$ cat config.mk
export PLATFORM = sky130hd
export DESIGN_NAME = wb_pipe_stage
export DESIGN_NICKNAME = d
export VERILOG_FILES = /design/src/rtl/wb_pkg.sv /design/src/rtl/load_align.sv /design/src/rtl/wb_pipe_stage.sv
export SDC_FILE = /design/constraint.sdc
export NUM_CORES = 1
export LEC_CHECK = 0
export ABC_AREA = 1
export CORE_ASPECT_RATIO = 0.9
export CORE_MARGIN = 2
export CORE_UTILIZATION = 48
export DETAILED_ROUTE_END_ITERATION = 10
export PLACE_DENSITY = 0.87
export SETUP_SLACK_MARGIN = 0.02
export SLEW_MARGIN = 20
export SYNTH_ARGS = -nofsm -noshare
export SYNTH_HDL_FRONTEND = slang
export SYNTH_SLANG_ARGS = --single-unit
$ cat constraint.sdc
create_clock -name clock -period 3.4 [get_ports clock]
set_clock_uncertainty 0.05 [all_clocks]
set_input_delay 0.68 -clock clock [delete_from_list [all_inputs] [get_ports clock]]
set_output_delay 0.68 -clock clock [all_outputs]
set_load 0.01 [all_outputs]
$ cat src/rtl/wb_pkg.sv
// Shared encodings for the write-back stage: result source and load size.
package wb_pkg;

   typedef enum logic [1:0] {
      WbAlu = 2'd0,
      WbMem = 2'd1,
      WbPc4 = 2'd2,
      WbImm = 2'd3
   } wb_sel_e;

   typedef enum logic [1:0] {
      LdByte = 2'd0,
      LdHalf = 2'd1,
      LdWord = 2'd2,
      LdRsvd = 2'd3
   } load_size_e;

   localparam int unsigned ByteW = 8;
   localparam int unsigned HalfW = 16;

endpackage

$ cat src/rtl/load_align.sv
// Combinational load extraction: picks the addressed byte/half, extends it, flags misalignment.
module load_align
   import wb_pkg::*;
#(
   parameter int unsigned XLEN = 32
) (
   input  logic [XLEN-1:0] read_data,
   input  logic [1:0]      load_size,
   input  logic            load_unsigned,
   input  logic [1:0]      addr_low,
   output logic [XLEN-1:0] load_data,
   output logic            misalign
);

   logic [ByteW-1:0] byte_sel;
   logic [HalfW-1:0] half_sel;

   always_comb begin
      byte_sel = read_data[7:0];
      unique case (addr_low)
         2'd0: byte_sel = read_data[7:0];
         2'd1: byte_sel = read_data[15:8];
         2'd2: byte_sel = read_data[23:16];
         2'd3: byte_sel = read_data[31:24];
         default: byte_sel = read_data[7:0];
      endcase
   end

   assign half_sel = addr_low[1] ? read_data[31:16] : read_data[15:0];

   always_comb begin
      load_data = read_data;
      misalign  = 1'b0;
      unique case (load_size_e'(load_size))
         LdByte: begin
            load_data = {{(XLEN-ByteW){~load_unsigned & byte_sel[ByteW-1]}}, byte_sel};
         end
         LdHalf: begin
            load_data = {{(XLEN-HalfW){~load_unsigned & half_sel[HalfW-1]}}, half_sel};
            misalign  = addr_low[0];
         end
         LdWord: begin
            load_data = read_data;
            misalign  = (addr_low != 2'b00);
         end
         // Reserved size: data passes through raw, the write is suppressed via misalign.
         LdRsvd: begin
            load_data = read_data;
            misalign  = 1'b1;
         end
         default: begin
            load_data = read_data;
            misalign  = 1'b1;
         end
      endcase
   end

endmodule

$ cat src/rtl/wb_pipe_stage.sv
// MEM/WB stage register: selects and aligns the result, qualifies the write, counts retirements.
module wb_pipe_stage
   import wb_pkg::*;
#(
   parameter int unsigned XLEN    = 32,
   parameter int unsigned RADDR_W = 5,
   parameter int unsigned CNT_W   = 32
) (
   input  logic               clock,
   input  logic               reset,
   input  logic               stall,
   input  logic               flush,
   input  logic               valid_in,
   input  logic               reg_write_in,
   input  logic [1:0]         wb_sel_in,
   input  logic [1:0]         load_size_in,
   input  logic               load_unsigned_in,
   input  logic [1:0]         addr_low_in,
   input  logic [XLEN-1:0]    read_data_in,
   input  logic [XLEN-1:0]    alu_result_in,
   input  logic [XLEN-1:0]    pc_plus4_in,
   input  logic [XLEN-1:0]    imm_in,
   input  logic [RADDR_W-1:0] reg_rd_in,
   output logic [XLEN-1:0]    wb_data_out,
   output logic [RADDR_W-1:0] reg_rd_out,
   output logic               reg_write_out,
   output logic               valid_out,
   output logic               misalign_out,
   output logic [CNT_W-1:0]   retired_cnt
);

   logic [XLEN-1:0]    load_data;
   logic               load_mis;
   logic [XLEN-1:0]    wb_data_d, wb_data_q;
   logic [RADDR_W-1:0] rd_q;
   logic               mis_d, mis_q;
   logic               we_d, we_q;
   logic               valid_q;
   logic [CNT_W-1:0]   cnt_q;

   load_align #(
      .XLEN(XLEN)
   ) u_load_align (
      .read_data    (read_data_in),
      .load_size    (load_size_in),
      .load_unsigned(load_unsigned_in),
      .addr_low     (addr_low_in),
      .load_data    (load_data),
      .misalign     (load_mis)
   );

   // Results are resolved before the register so every output comes straight from a flop.
   always_comb begin
      wb_data_d = alu_result_in;
      unique case (wb_sel_e'(wb_sel_in))
         WbAlu:   wb_data_d = alu_result_in;
         WbMem:   wb_data_d = load_data;
         WbPc4:   wb_data_d = pc_plus4_in;
         WbImm:   wb_data_d = imm_in;
         default: wb_data_d = alu_result_in;
      endcase
      mis_d = valid_in && (wb_sel_e'(wb_sel_in) == WbMem) && load_mis;
      we_d  = valid_in && reg_write_in && (reg_rd_in != '0) && !mis_d;
   end

   always_ff @(posedge clock or negedge reset) begin
      if (!reset) begin
         wb_data_q <= '0;
         rd_q      <= '0;
         mis_q     <= 1'b0;
         we_q      <= 1'b0;
         valid_q   <= 1'b0;
         cnt_q     <= '0;
      end else begin
         if (valid_q && !stall) begin
            cnt_q <= cnt_q + CNT_W'(1);
         end
         if (flush) begin
            wb_data_q <= wb_data_d;
            rd_q      <= reg_rd_in;
            mis_q     <= 1'b0;
            we_q      <= 1'b0;
            valid_q   <= 1'b0;
         end else if (!stall) begin
            wb_data_q <= wb_data_d;
            rd_q      <= reg_rd_in;
            mis_q     <= mis_d;
            we_q      <= we_d;
            valid_q   <= valid_in;
         end
      end
   end

   assign wb_data_out   = wb_data_q;
   assign reg_rd_out    = rd_q;
   assign reg_write_out = we_q;
   assign valid_out     = valid_q;
   assign misalign_out  = mis_q;
   assign retired_cnt   = cnt_q;

endmodule
==> flow_summary.json, run 1 <==
{
  "overflow": 0,
  "clk_latency_ns": 0.34,
  "fmax_mhz": 412,
  "wirelength_um": 19500,
  "status": "completed",
  "yosys-top-cells-area": "dfrtp_1 32%, nand2_1 28%, inv_1 5.6%, a21oi_1 4.8%, nor2_1 3.6%",
  "clkPwrFrac": 0.332,
  "r2r-start": "retired_cnt[0]",
  "grt.total_usage": 0.315,
  "routedLengthMet1_um": 8390,
  "post_drt_wl_per_cell_um": 15.4,
  "drt_first_iter_violations": 480,
  "p_int_mw": 1.89,
  "die_area_um2": 12500,
  "relSlewSlack": 0.386,
  "dr_wl_met2_um": 8720,
  "crit_required_ns": 3.58,
  "worstRegToRegCells": 6,
  "post-dp-hpwl_um": 15200,
  "setup_viol": 0,
  "drcViolationCount": 0,
  "initial_core_util": 0.490,
  "mostFrequentLayoutCell": "nand2_1",
  "tightest_slew_ns": 0.921,
  "postSynth.asyncResetShare": 1.00,
  "p_sw_uw": 933,
  "netlist_instances": 901,
  "cts_setup_buffers": 0,
  "rsz0062_at_grt": "false",
  "endpoint_kind": "flop",
  "clk_pin_slew_ns": 0.07,
  "sequentialPowerShare": 0.369,
  "drt_pre_antenna_iters": 5,
  "viasPerCell": 5.13,
  "power_frac_comb": 0.298,
  "min_path_type": "input pin to asynchronous set/reset pin",
  "ys_warn_count": 0,
  "setup_tns_ns": 0,
  "ant_nets": 0,
  "die_x_um": 118,
  "gp_congestion": 1.09,
  "drv_slew": 0,
  "p_sw_frac": 0.331,
  "rows": 37,
  "reg2reg_slack_ns": 1.62,
  "die_y_um": 106,
  "htree_levels": 3,
  "drv_cap": 0,
  "tritoncts": "yes",
  "fill_cells": 982,
  "synth_top_area_share": 0.323,
  "layout-drive-gt1-share": 0.0721,
  "ys_ff_latch": 72,
  "synth-main-ff-cell": "dfrtp_1",
  "cts_resized": 0,
  "nNetsFinal": 1252,
  "grt_pass1_wl_um": 31500,
  "clk_path_buf_depth": 2,
  "crit_end": "wb_data_out[18]",
  "synth.yosys.seq_area_share": 0.323,
  "netlist_area_um2": 5580,
  "highest_layer": "met4",
  "leakage_nw": 3.92,
  "synth_nets": 1048,
  "irDropWorstVdd_mv": 0.318,
  "antenna_found_initial": 0,
  "synth-edff-count": 0,
  "finalCriticalPeriod_ns": 2.43,
  "cts_made_buffers": 9,
  "hold_violations": 0,
  "critPathMaxFanout": 17,
  "grt_max_degree": 73,
  "crit_start": "addr_low_in[1]",
  "root_buffer": "clkbuf_16",
  "clock-sinks": 72,
  "whs_ns": 0.418,
  "fin_crit_sh": 0.713,
  "synth_cell_types": 33,
  "final_cell_mix": "417 x nand2_1, 216 x clkdlybuf4s50_1, 83 x inv_1",
  "hold_buffers": 0,
  "antenna_cells": 0,
  "post_layout_nonfiller_instances": 1266,
  "grt_pass1_vias": 6410,
  "core_area_um2": 11400,
  "yosys.area.top_type": "dfrtp_1",
  "pwr_density_cell_nw_per_um2": 347,
  "dr_wl_met3_um": 1880,
  "worstPathArrival_ns": 2.61,
  "placed_cells": 1250,
  "vias": 6490,
  "start_kind": "input pin",
  "avgSynthCellArea_um2": 6.19,
  "portBuffers": 217,
  "io_pins": 218,
  "reg2reg_to": "retired_cnt[12]",
  "layout-area-overhead-vs-synth_pct": 45.6,
  "critical_path_class": "input pin to flop"
}
[flip-flops by register name, summed over array words and instances, names as in the netlist]
register / count
misalign_out: 1
reg_rd_out: 5
reg_write_out: 1
retired_cnt: 32
valid_out: 1
wb_data_out: 32
[worst max-delay path: stages]
cell	delay [ns]
clkdlybuf4s50_1	0.80
inv_2	0.25
nand2_1	0.13
nand2_2	0.08
nand2_4	0.19
nand3_1	0.13
nand2_1	0.09
inv_1	0.04
nand2_1	0.06
nand2_1	0.05
nand2_1	0.06
nand2_1	0.04
[worst min path at each step]
stage                          startpoint         endpoint  slack [ns]  depth (start not counted)
final                               reset  retired_cnt[16]        0.42                          1
after global routing       wb_data_out[1]   wb_data_out[1]        0.45                          2
after CTS                  wb_data_out[2]   wb_data_out[2]        0.43                          2
after detailed placement  wb_data_out[21]  wb_data_out[21]        0.41                          2
after global placement    wb_data_out[29]  wb_data_out[29]        0.41                          2
after floorplan                     reset     misalign_out        0.33                          0
[power by group through the flow]
stage	clock network (mW)	logic [mW]	registers [mW]
6_report	0.938	0.842	1.04
2_1_floorplan	0	0.334	1.07
5_1_grt	0.994	0.920	1.05
3_3_place_gp	0	0.828	1.05
3_5_place_dp	0	0.838	1.05
4_1_cts	0.940	0.842	1.04
[cell usage after synthesis, types with 5 or more instances]
cell type / count
a21oi_1: 54
a221oi_1: 14
buf_2: 15
buf_6: 7
clkbuf_1: 8
dfrtp_1: 72
inv_1: 83
inv_2: 20
nand2_1: 417
nand3_1: 24
nand3_2: 11
nand4_1: 11
nor2_1: 53
nor2_2: 6
nor3_1: 6
o211ai_1: 5
o21ai_0: 23
o21ai_1: 18
xnor2_1: 16
xor2_1: 9
[per-layer routing]
metal  global-route usage  up-vias
met4                0.110        0
met1                0.410     2919
met5                    0        -
li1                     -     3206
met2                0.511      330
met3               0.0794       35
[final cells by class]
type | count | area [um^2] | area share
tap | 156 | 195 | 0.0240
clock buffer | 9 | 225 | 0.0277
multi-input combinational | 683 | 3140 | 0.387
inverter | 109 | 417 | 0.0513
sequential | 72 | 1800 | 0.222
timing repair buffer | 230 | 2280 | 0.281
clock inverter | 7 | 62.6 | 0.00770
[logic make-up (layout without fill, tap and decap cells)]
| logic type | Yosys count | in the layout | share of synthesized area |
|---|---|---|---|
| and+or+nand+nor | 542 | 542 | 0.406 |
| buffers and inverters | 146 | 355 | 0.115 |
| AOI/OAI and AO/OA | 115 | 115 | 0.115 |
| DFF | 72 | 72 | 0.323 |
| xor gates and xnor gates | 25 | 25 | 0.0392 |
| adders and majority gates | 1 | 1 | 0.00224 |
[metrics by stage]
stage / cell area (um^2) / setup slack (ns) / total power [mW] / utilization
floorplan: 5580 / 1.70 / 1.41 / -
global placement: 7840 / 0.649 / 1.88 / 0.688
detailed placement: 7840 / 0.644 / 1.89 / 0.688
CTS: 8120 / 0.996 / 2.82 / 0.713
global route: 8120 / 0.782 / 2.96 / 0.713
finish: 8120 / 0.975 / 2.82 / 0.713
Power figures use the tool's default switching activity.
==> run 2: changes to the inputs <==
- CORE_UTILIZATION: 48 -> 45
- PLACE_DENSITY: 0.87 -> 0.82
- clock period: 3.4 -> 2.5 ns (I/O delays scaled with it)
==> run 2 against run 1 <==
  * Worst hold slack worse by 0.36 ns
  * Utilization is 3.1 points lower
  * Combinational power is 38% higher
  * Cell area is 1.4% higher
  * Flip-flop and latch count stayed put
  * Wire length is 0.35% lower
  * Critical endpoint is now wb_data_out[1]
==> flow_summary.json, run 2 (synthesis results as in run 1) <==
{
  "status": "completed",
  "finalCoreUtilization": 0.682,
  "drt_pre_antenna_iters": 6,
  "vias": 6372,
  "start_kind": "input pin",
  "multi_input_area_um2": 3140,
  "drv_cap": 0,
  "antenna_found_initial": 0,
  "clk_latency_ns": 0.34,
  "drv_slew": 0,
  "wirelength_um": 19400,
  "nNetsFinal": 1260,
  "portBuffers": 217,
  "mostFrequentLayoutCell": "nand2_1",
  "min_path_type": "input pin to asynchronous set/reset pin",
  "drt_first_iter_violations": 499,
  "viasPerCell": 4.99,
  "grt.total_usage": 0.299,
  "rows": 38,
  "final_cell_mix": "417 x nand2_1, 216 x clkdlybuf4s50_1, 83 x inv_1",
  "io_pins": 218,
  "cts_setup_buffers": 0,
  "grt_max_degree": 45,
  "core_area_um2": 12100,
  "crit_required_ns": 2.67,
  "grt_pass1_vias": 6204,
  "tightest_slew_ns": 0.477,
  "setup_viol": 0,
  "clk_pin_slew_ns": 0.06,
  "ant_nets": 0,
  "die_x_um": 121,
  "grt_pass1_wl_um": 31000,
  "antenna_cells": 0,
  "finalCriticalPeriod_ns": 2.06,
  "critPathMaxFanout": 18,
  "hold_buffers": 0,
  "fin_crit_sh": 0.826,
  "cts_made_buffers": 9,
  "die_y_um": 110,
  "cts_resized": 0,
  "clock-sinks": 72,
  "drcViolationCount": 0,
  "fill_cells": 1101,
  "clk_path_buf_depth": 2,
  "overflow": 0,
  "ff_latch_area_um2": 1800,
  "initial_core_util": 0.462,
  "worstPathArrival_ns": 2.24,
  "layout-area-overhead-vs-synth_pct": 47.5,
  "critical_path_class": "input pin to flop",
  "tritoncts": "yes",
  "post_drt_wl_per_cell_um": 15.2,
  "gp_congestion": 0.992,
  "layout-drive-gt1-share": 0.0778,
  "root_buffer": "clkbuf_16",
  "irDropWorstVdd_mv": 0.335,
  "relSlewSlack": 0.681,
  "leakage_nw": 3.97,
  "pwr_density_cell_nw_per_um2": 484,
  "die_area_um2": 13300,
  "hold_violations": 0,
  "setup_tns_ns": 0,
  "endpoint_kind": "flop",
  "post-dp-hpwl_um": 15300,
  "rsz0062_at_grt": "false",
  "fmax_mhz": 484,
  "htree_levels": 3
}
## run 2: path summary, 6_finish.rpt
check	from	endpoint	slack (ns)	cells past startpoint
max	addr_low_in[1]	wb_data_out[1]	0.44	10
min	reset	retired_cnt[13]	0.06	1
max reg2reg	retired_cnt[0]	retired_cnt[24]	0.74	9
min in group clock	wb_data_out[26]	wb_data_out[26]	0.43	2
max in group asynchronous	reset	retired_cnt[20]	1.72	2
min reg2reg	wb_data_out[26]	wb_data_out[26]	0.43	2
## run 2: through the flow
step / hold WS, ns / cells / cell area (um^2) / setup WS (ns) / power, mW
finish: 0.0556 / 1278 / 8240 / 0.436 / 3.99
global route: 0.0991 / 1278 / 8240 / 0.219 / 4.20
CTS: 0.0791 / 1278 / 8240 / 0.453 / 4.00
detailed placement: 0.416 / 1262 / 7910 / 0.0884 / 2.58
global placement: 0.412 / 1262 / 7910 / 0.126 / 2.57
floorplan: 0.154 / 901 / 5580 / 0.983 / 1.91
## run 2: per-layer routing
layer / GRT usage / part of all wire / vias to the layer above
met2: 0.482 / 0.45 / 269
met4: 0.0911 / 0.024 / 0
li1: - / - / 3219
met5: 0 / 0 / -
met3: 0.0825 / 0.097 / 33
met1: 0.395 / 0.43 / 2851
## run 2: worst max-delay path, cell delays in order
cell and delay (ns):
clkdlybuf4s50_1 0.59, buf_4 0.29, nor2_1 0.39, nand2_1 0.10, nand2_1 0.10, nand2_1 0.05, nand2_1 0.05, nand2_1 0.04
nand2_1 0.06, nand2_1 0.06
## run 2: layout make-up
cell class,instances,area share
repair buffers,238,0.286
multi-input cells,683,0.382
flip-flops and latches,72,0.219
clock buffers,10,0.0278
well taps,160,0.0243
inverters,109,0.0506
clock inverters,6,0.0112
## run 2: power by group
group,internal (mW),switching [mW],total (mW)
registers,1.29,0.127,1.41
clock network,0.880,0.539,1.42
logic,0.602,0.556,1.16
